<file path="config.mk">
export PLATFORM = sky130hd
export DESIGN_NAME = hms_time_counter
export DESIGN_NICKNAME = d
export VERILOG_FILES = /design/src/rtl/hms_time_pkg.sv /design/src/rtl/bcd_mod_counter.sv /design/src/rtl/hms_time_counter.sv
export SDC_FILE = /design/constraint.sdc
export NUM_CORES = 1
export LEC_CHECK = 0
export BUFFER_PORTS_ARGS = -buffer_cell sky130_fd_sc_hd__buf_2
export CORE_UTILIZATION = 53
export CTS_CLUSTER_SIZE = 25
export DETAILED_ROUTE_END_ITERATION = 10
export PLACE_DENSITY = 0.78
export SLEW_MARGIN = 20
export SYNTH_ARGS = -nofsm -noshare
export SYNTH_HDL_FRONTEND = slang
export SYNTH_SLANG_ARGS = --single-unit
</file>
<file path="constraint.sdc">
create_clock -name clk_1Hz -period 2.4 [get_ports clk_1Hz]
set_input_delay 0.36 -clock clk_1Hz [delete_from_list [all_inputs] [get_ports clk_1Hz]]
set_output_delay 0.36 -clock clk_1Hz [all_outputs]
set_load 0.01 [all_outputs]
</file>
<file path="src/rtl/hms_time_pkg.sv">
// Shared limits and the binary-to-BCD helper for the hh:mm:ss time-of-day counter.
package hms_time_pkg;

  localparam int SEC_MAX  = 59;
  localparam int MIN_MAX  = 59;
  localparam int HR24_MAX = 23;
  localparam int HR12_MIN = 1;
  localparam int HR12_MAX = 12;

  // Binary 0..99 to packed {tens, ones} BCD; used for parameter presets only.
  function automatic logic [7:0] bin2bcd8(input int unsigned v);
    logic [3:0] tens;
    logic [3:0] ones;
    tens = 4'(v / 10);
    ones = 4'(v % 10);
    return {tens, ones};
  endfunction

endpackage

</file>
<file path="src/rtl/bcd_mod_counter.sv">
// Two-digit BCD modulo counter: wraps MAX_VAL -> MIN_VAL, clr forces MIN_VAL.
module bcd_mod_counter
  import hms_time_pkg::*;
#(
  parameter int MIN_VAL = 0,
  parameter int MAX_VAL = 59,
  parameter int RST_VAL = 0
) (
  input  logic       clk,
  input  logic       reset,
  input  logic       clr,
  input  logic       inc,
  output logic [7:0] out_bcd,
  output logic       at_max
);

  localparam logic [7:0] MIN_BCD = bin2bcd8(MIN_VAL);
  localparam logic [7:0] MAX_BCD = bin2bcd8(MAX_VAL);
  localparam logic [7:0] RST_BCD = bin2bcd8(RST_VAL);

  logic [7:0] val_q, val_d;

  always_comb begin
    val_d = val_q;
    if (clr) begin
      val_d = MIN_BCD;
    end else if (inc) begin
      if (val_q == MAX_BCD)
        val_d = MIN_BCD;
      else if (val_q[3:0] == 4'd9)
        val_d = {val_q[7:4] + 4'd1, 4'd0};
      else
        val_d = {val_q[7:4], val_q[3:0] + 4'd1};
    end
  end

  always_ff @(posedge clk or posedge reset) begin
    if (reset) val_q <= RST_BCD;
    else       val_q <= val_d;
  end

  assign out_bcd = val_q;
  assign at_max  = (val_q == MAX_BCD);

endmodule

</file>
<file path="src/rtl/hms_time_counter.sv">
// BCD hh:mm:ss time-of-day counter, 12 h or 24 h, with set mode and cascade carries.
module hms_time_counter
  import hms_time_pkg::*;
#(
  parameter bit MODE_12H = 1'b0,
  parameter int INIT_HR  = 0,
  parameter int INIT_MIN = 0,
  parameter bit INIT_PM  = 1'b0
) (
  input  logic       clk_1Hz,
  input  logic       reset,
  input  logic       run,
  input  logic       set_en,
  input  logic       inc_min,
  input  logic       inc_hr,
  output logic [7:0] sec_bcd,
  output logic [7:0] min_bcd,
  output logic [7:0] hr_bcd,
  output logic       pm,
  output logic       min_carry,
  output logic       hr_carry,
  output logic       day_carry
);

  localparam int HR_LO = MODE_12H ? HR12_MIN : 0;
  localparam int HR_HI = MODE_12H ? HR12_MAX : HR24_MAX;

  if (INIT_HR < HR_LO || INIT_HR > HR_HI) begin : g_bad_init_hr
    $error("hms_time_counter: INIT_HR out of range for selected hour mode");
  end
  if (INIT_MIN < 0 || INIT_MIN > MIN_MAX) begin : g_bad_init_min
    $error("hms_time_counter: INIT_MIN out of range");
  end

  logic counting;
  logic sec_max, min_max, hr_max;
  logic min_inc, hr_inc;
  logic hr_is_11;
  logic pm_q, pm_d;

  assign counting = run & ~set_en;
  assign min_inc  = set_en ? inc_min : (counting & sec_max);
  assign hr_inc   = set_en ? inc_hr  : (counting & sec_max & min_max);
  assign hr_is_11 = (hr_bcd == 8'h11);

  bcd_mod_counter #(.MIN_VAL(0), .MAX_VAL(SEC_MAX), .RST_VAL(0)) u_sec (
    .clk(clk_1Hz), .reset(reset), .clr(set_en), .inc(counting),
    .out_bcd(sec_bcd), .at_max(sec_max)
  );

  bcd_mod_counter #(.MIN_VAL(0), .MAX_VAL(MIN_MAX), .RST_VAL(INIT_MIN)) u_min (
    .clk(clk_1Hz), .reset(reset), .clr(1'b0), .inc(min_inc),
    .out_bcd(min_bcd), .at_max(min_max)
  );

  bcd_mod_counter #(.MIN_VAL(HR_LO), .MAX_VAL(HR_HI), .RST_VAL(INIT_HR)) u_hr (
    .clk(clk_1Hz), .reset(reset), .clr(1'b0), .inc(hr_inc),
    .out_bcd(hr_bcd), .at_max(hr_max)
  );

  // 12 h: meridiem flips on 11 -> 12, whether counted or set by hand.
  always_comb begin
    pm_d = pm_q;
    if (MODE_12H && hr_inc && hr_is_11) pm_d = ~pm_q;
  end

  always_ff @(posedge clk_1Hz or posedge reset) begin
    if (reset) pm_q <= MODE_12H ? INIT_PM : 1'b0;
    else       pm_q <= pm_d;
  end

  assign pm        = MODE_12H ? pm_q : (hr_bcd >= 8'h12);
  assign min_carry = counting & sec_max;
  assign hr_carry  = min_carry & min_max;
  assign day_carry = hr_carry & (MODE_12H ? (hr_is_11 & pm_q) : hr_max);

endmodule

</file>
==> results.yml <==
setup_path:
  worstSetupPathType: "flop to primary output"
  rrSetupSlack_ps: 390
  start_kind: "flop"
  cp.required_ps: 2040
  end_kind: "primary output"
  r2r_start: "u_sec.out_bcd[1]$_DFFE_PP0P_"
  r2r_end: "u_hr.out_bcd[1]$_DFFE_PP0P_"
  crit_arrival_ps: 1910
  rr_worst_depth: 8
  crit_fanout: 6
sta:
  setup_viol: 0
  hold_viol_final: 0
  timing.fmax_mhz: 440
  final_max_slew_viol_count: 0
  fin_worst_skew_ps: 2.44
  tightest_slew_ps: 931
  post-route-period-util_pct: 94.7
  min_period_ps: 2270
  slew_headroom_pct: 37.9
  final.setup.worst_slack_ps: 127
global_routing:
  grt_pass1_wl_um: 5420
  gr-total-overflow: 0
  track_usage_pct: 21.7
  grt_antenna_before_repair: 0
  grt_max_degree: 25
  grt_pass1_vias: 1217
floorplan:
  fp.dieH_um: 55.5
  dieArea_um2: 3080
  chipWidth_um: 55.5
  start_util_pct: 55.5
  core_area_um2: 2730
  ioPinCount: 34
  num_rows: 19
yosys:
  ys.flop_type: "dfrtp_1"
  synth-edff-count: 0
  synth-simple-area-share_pct: 25.7
  synth_compound_area_share_pct: 12.8
  synthArstFlopShare_pct: 100
  synthDistinctLibCells: 46
  netlist_area_um2: 1520
  seq_area_frac_synth_pct: 39.6
  avgSynthCellArea_um2: 9.85
  synth_xor_area_share_pct: 2.31
  synth_top_family_by_area: "simple AND/OR/NAND/NOR gates"
  ys_warn_count: 0
  synth_fa_ha_area_share_pct: 9.08
  synth_cells: 154
  synthMuxAreaShare_pct: 7.10
  synth-seq-cells: 24
  synth_nets: 171
placement:
  dpl_worst_slack_ps: 283
  postPlaceCellArea_um2: 1710
  port_buffers: 33
  dp_hpwl_um: 2170
  dp.cells: 215
  place_congestion: 0.864
clock_network:
  numCtsBuffers: 3
  clk_pin_slew_worst_paths_ps: 140
  clock_path_buffers: 2
  clock_latency_ps: 320
  cts_max_level: 1
  cts_sinks: 24
  cts_hold_buffers: 0
  root_buffer: "clkbuf_4"
  tritoncts: "yes"
route:
  ant_nets: 0
  dr_wl_met2_um: 1490
  drt_wl_total_um: 3050
  viasPerCell: 5.66
  drt_iter0_markers: 54
  met3WireLength_um: 107
  routedWlPerCell_um: 13.7
  drt_pass1_iterations: 4
  drcViolationCount: 0
  via_count: 1257
  met1_length_um: 1440
  highest_layer: "met4"
cells_and_area:
  utilization_pct: 64.8
  final_common_cell: "buf_2"
  layout.nets: 209
  drive_gt1_share_pct: 28.8
  stdcell_count: 222
  layout_common_cells: "buf_2, dfrtp_1, nor2_1"
  antennaDiodeCount: 0
  final_area_um2: 1770
  syn_to_final_growth_pct: 16.8
  nFillCells: 239
pwr:
  intPower_uw: 910
  total_power_uw: 1540
  pwr-share-clk_pct: 14.6
  p_leak_uw: 0.000876
  power-per-cell-area_nw_per_um2: 871
  pwr-share-seq_pct: 45.5
  p_switching_uw: 632
  pwr-share-comb_pct: 40.0
  switching_share_pct: 41.0
  vdd_ir_drop_max_uv: 617
worst_hold_path:
  hold_class: "input port to asynchronous set/reset pin"
run_status:
  status: "complete, no violations"
job:
  drv_cap: 0
-- cells by family after synthesis --
| family | after synthesis |
|---|---|
| xor+xnor | 4 |
| flops | 24 |
| simple gates | 63 |
| mux | 10 |
| fa+ha+maj | 11 |
| compound gates | 29 |
| buf+inv | 13 |
-- layer usage --
layer  GRT usage, %  up-vias
li1               -      621
met1           29.5      600
met2           36.5       34
met3           2.11        2
met4           7.14        0
met5              0        -
-- critical path, stage by stage, from the launching register on --
cell      delay [ps]
dfrtp_2          460
inv_1             80
ha_2             240
nand4b_4         140
nor4_4           340
and3_2           210
buf_2            120
-- cells in the mapped netlist (2+ instances only) --
cell type	instances	area [um2]
nand3_1	4	20.0
mux2i_1	4	40.0
mux2_2	4	45.0
and3b_1	2	17.5
xnor2_1	3	26.3
clkbuf_1	3	11.3
nand4b_1	2	17.5
nor2_1	16	60.1
inv_1	9	33.8
nor4_1	2	12.5
dfrtp_1	24	601
mux2_1	2	22.5
o21ai_0	10	50.1
nand2_1	15	56.3
o31ai_1	2	15.0
ha_1	11	138
a21oi_1	3	15.0
nand2b_1	3	18.8
and3_1	4	25.0
o211ai_1	3	22.5
nand3b_1	2	15.0
nor2b_1	2	12.5
-- power by group through the flow --
stage,registers [uW],clock network [uW],logic [uW]
global route,732,239,700
finish,701,225,616
detailed placement,707,0,616
floorplan,718,0,382
global placement,695,0,593
CTS,698,228,620
-- flip-flops by register name, indices dropped and copies added, names as in the netlist --
register,cells
u_sec.out_bcd,8
u_min.out_bcd,8
u_hr.out_bcd,8
-- worst max path at each step --
stage	startpoint	slack, ps	end	cells after the start
after floorplan	u_sec.out_bcd[1]$_DFFE_PP0P_	290	day_carry	5
after global placement	u_sec.out_bcd[1]$_DFFE_PP0P_	420	u_hr.out_bcd[2]$_DFFE_PP0P_	7
after detailed placement	u_sec.out_bcd[1]$_DFFE_PP0P_	280	u_hr.out_bcd[2]$_DFFE_PP0P_	7
after CTS	u_sec.out_bcd[5]$_DFFE_PP0P_	70	day_carry	6
after global routing	u_sec.out_bcd[1]$_DFFE_PP0P_	-8	day_carry	6
final	u_sec.out_bcd[1]$_DFFE_PP0P_	130	day_carry	6
-- repair_timing --
action                                  CTS  global route
endpoints found under the hold margin     0             0
setup buffers                             0             3
pin swaps                                 1             1
gates resized for setup                   0             2
gates cloned                              0             0
endpoints found under the setup margin    2             2
-- stage by stage --
step | TNS (ps) | hold WS [ps]
after floorplan | 0 | 375
after global placement | 0 | 519
after detailed placement | 0 | 531
after CTS | 0 | 238
after global routing | -8.44 | 300
final | 0 | 220
-- layout make-up --
cell class              instances  area, um2  share of cell area, %
clock buffers                   4       36.3                   2.05
flip-flops and latches         24        602                   34.0
repair buffers                 37        195                   11.0
inverters                       9       33.8                   1.91
multi-input cells             117        866                   48.9
well taps                      31       38.8                   2.19
Power figures use the tool's default switching activity.
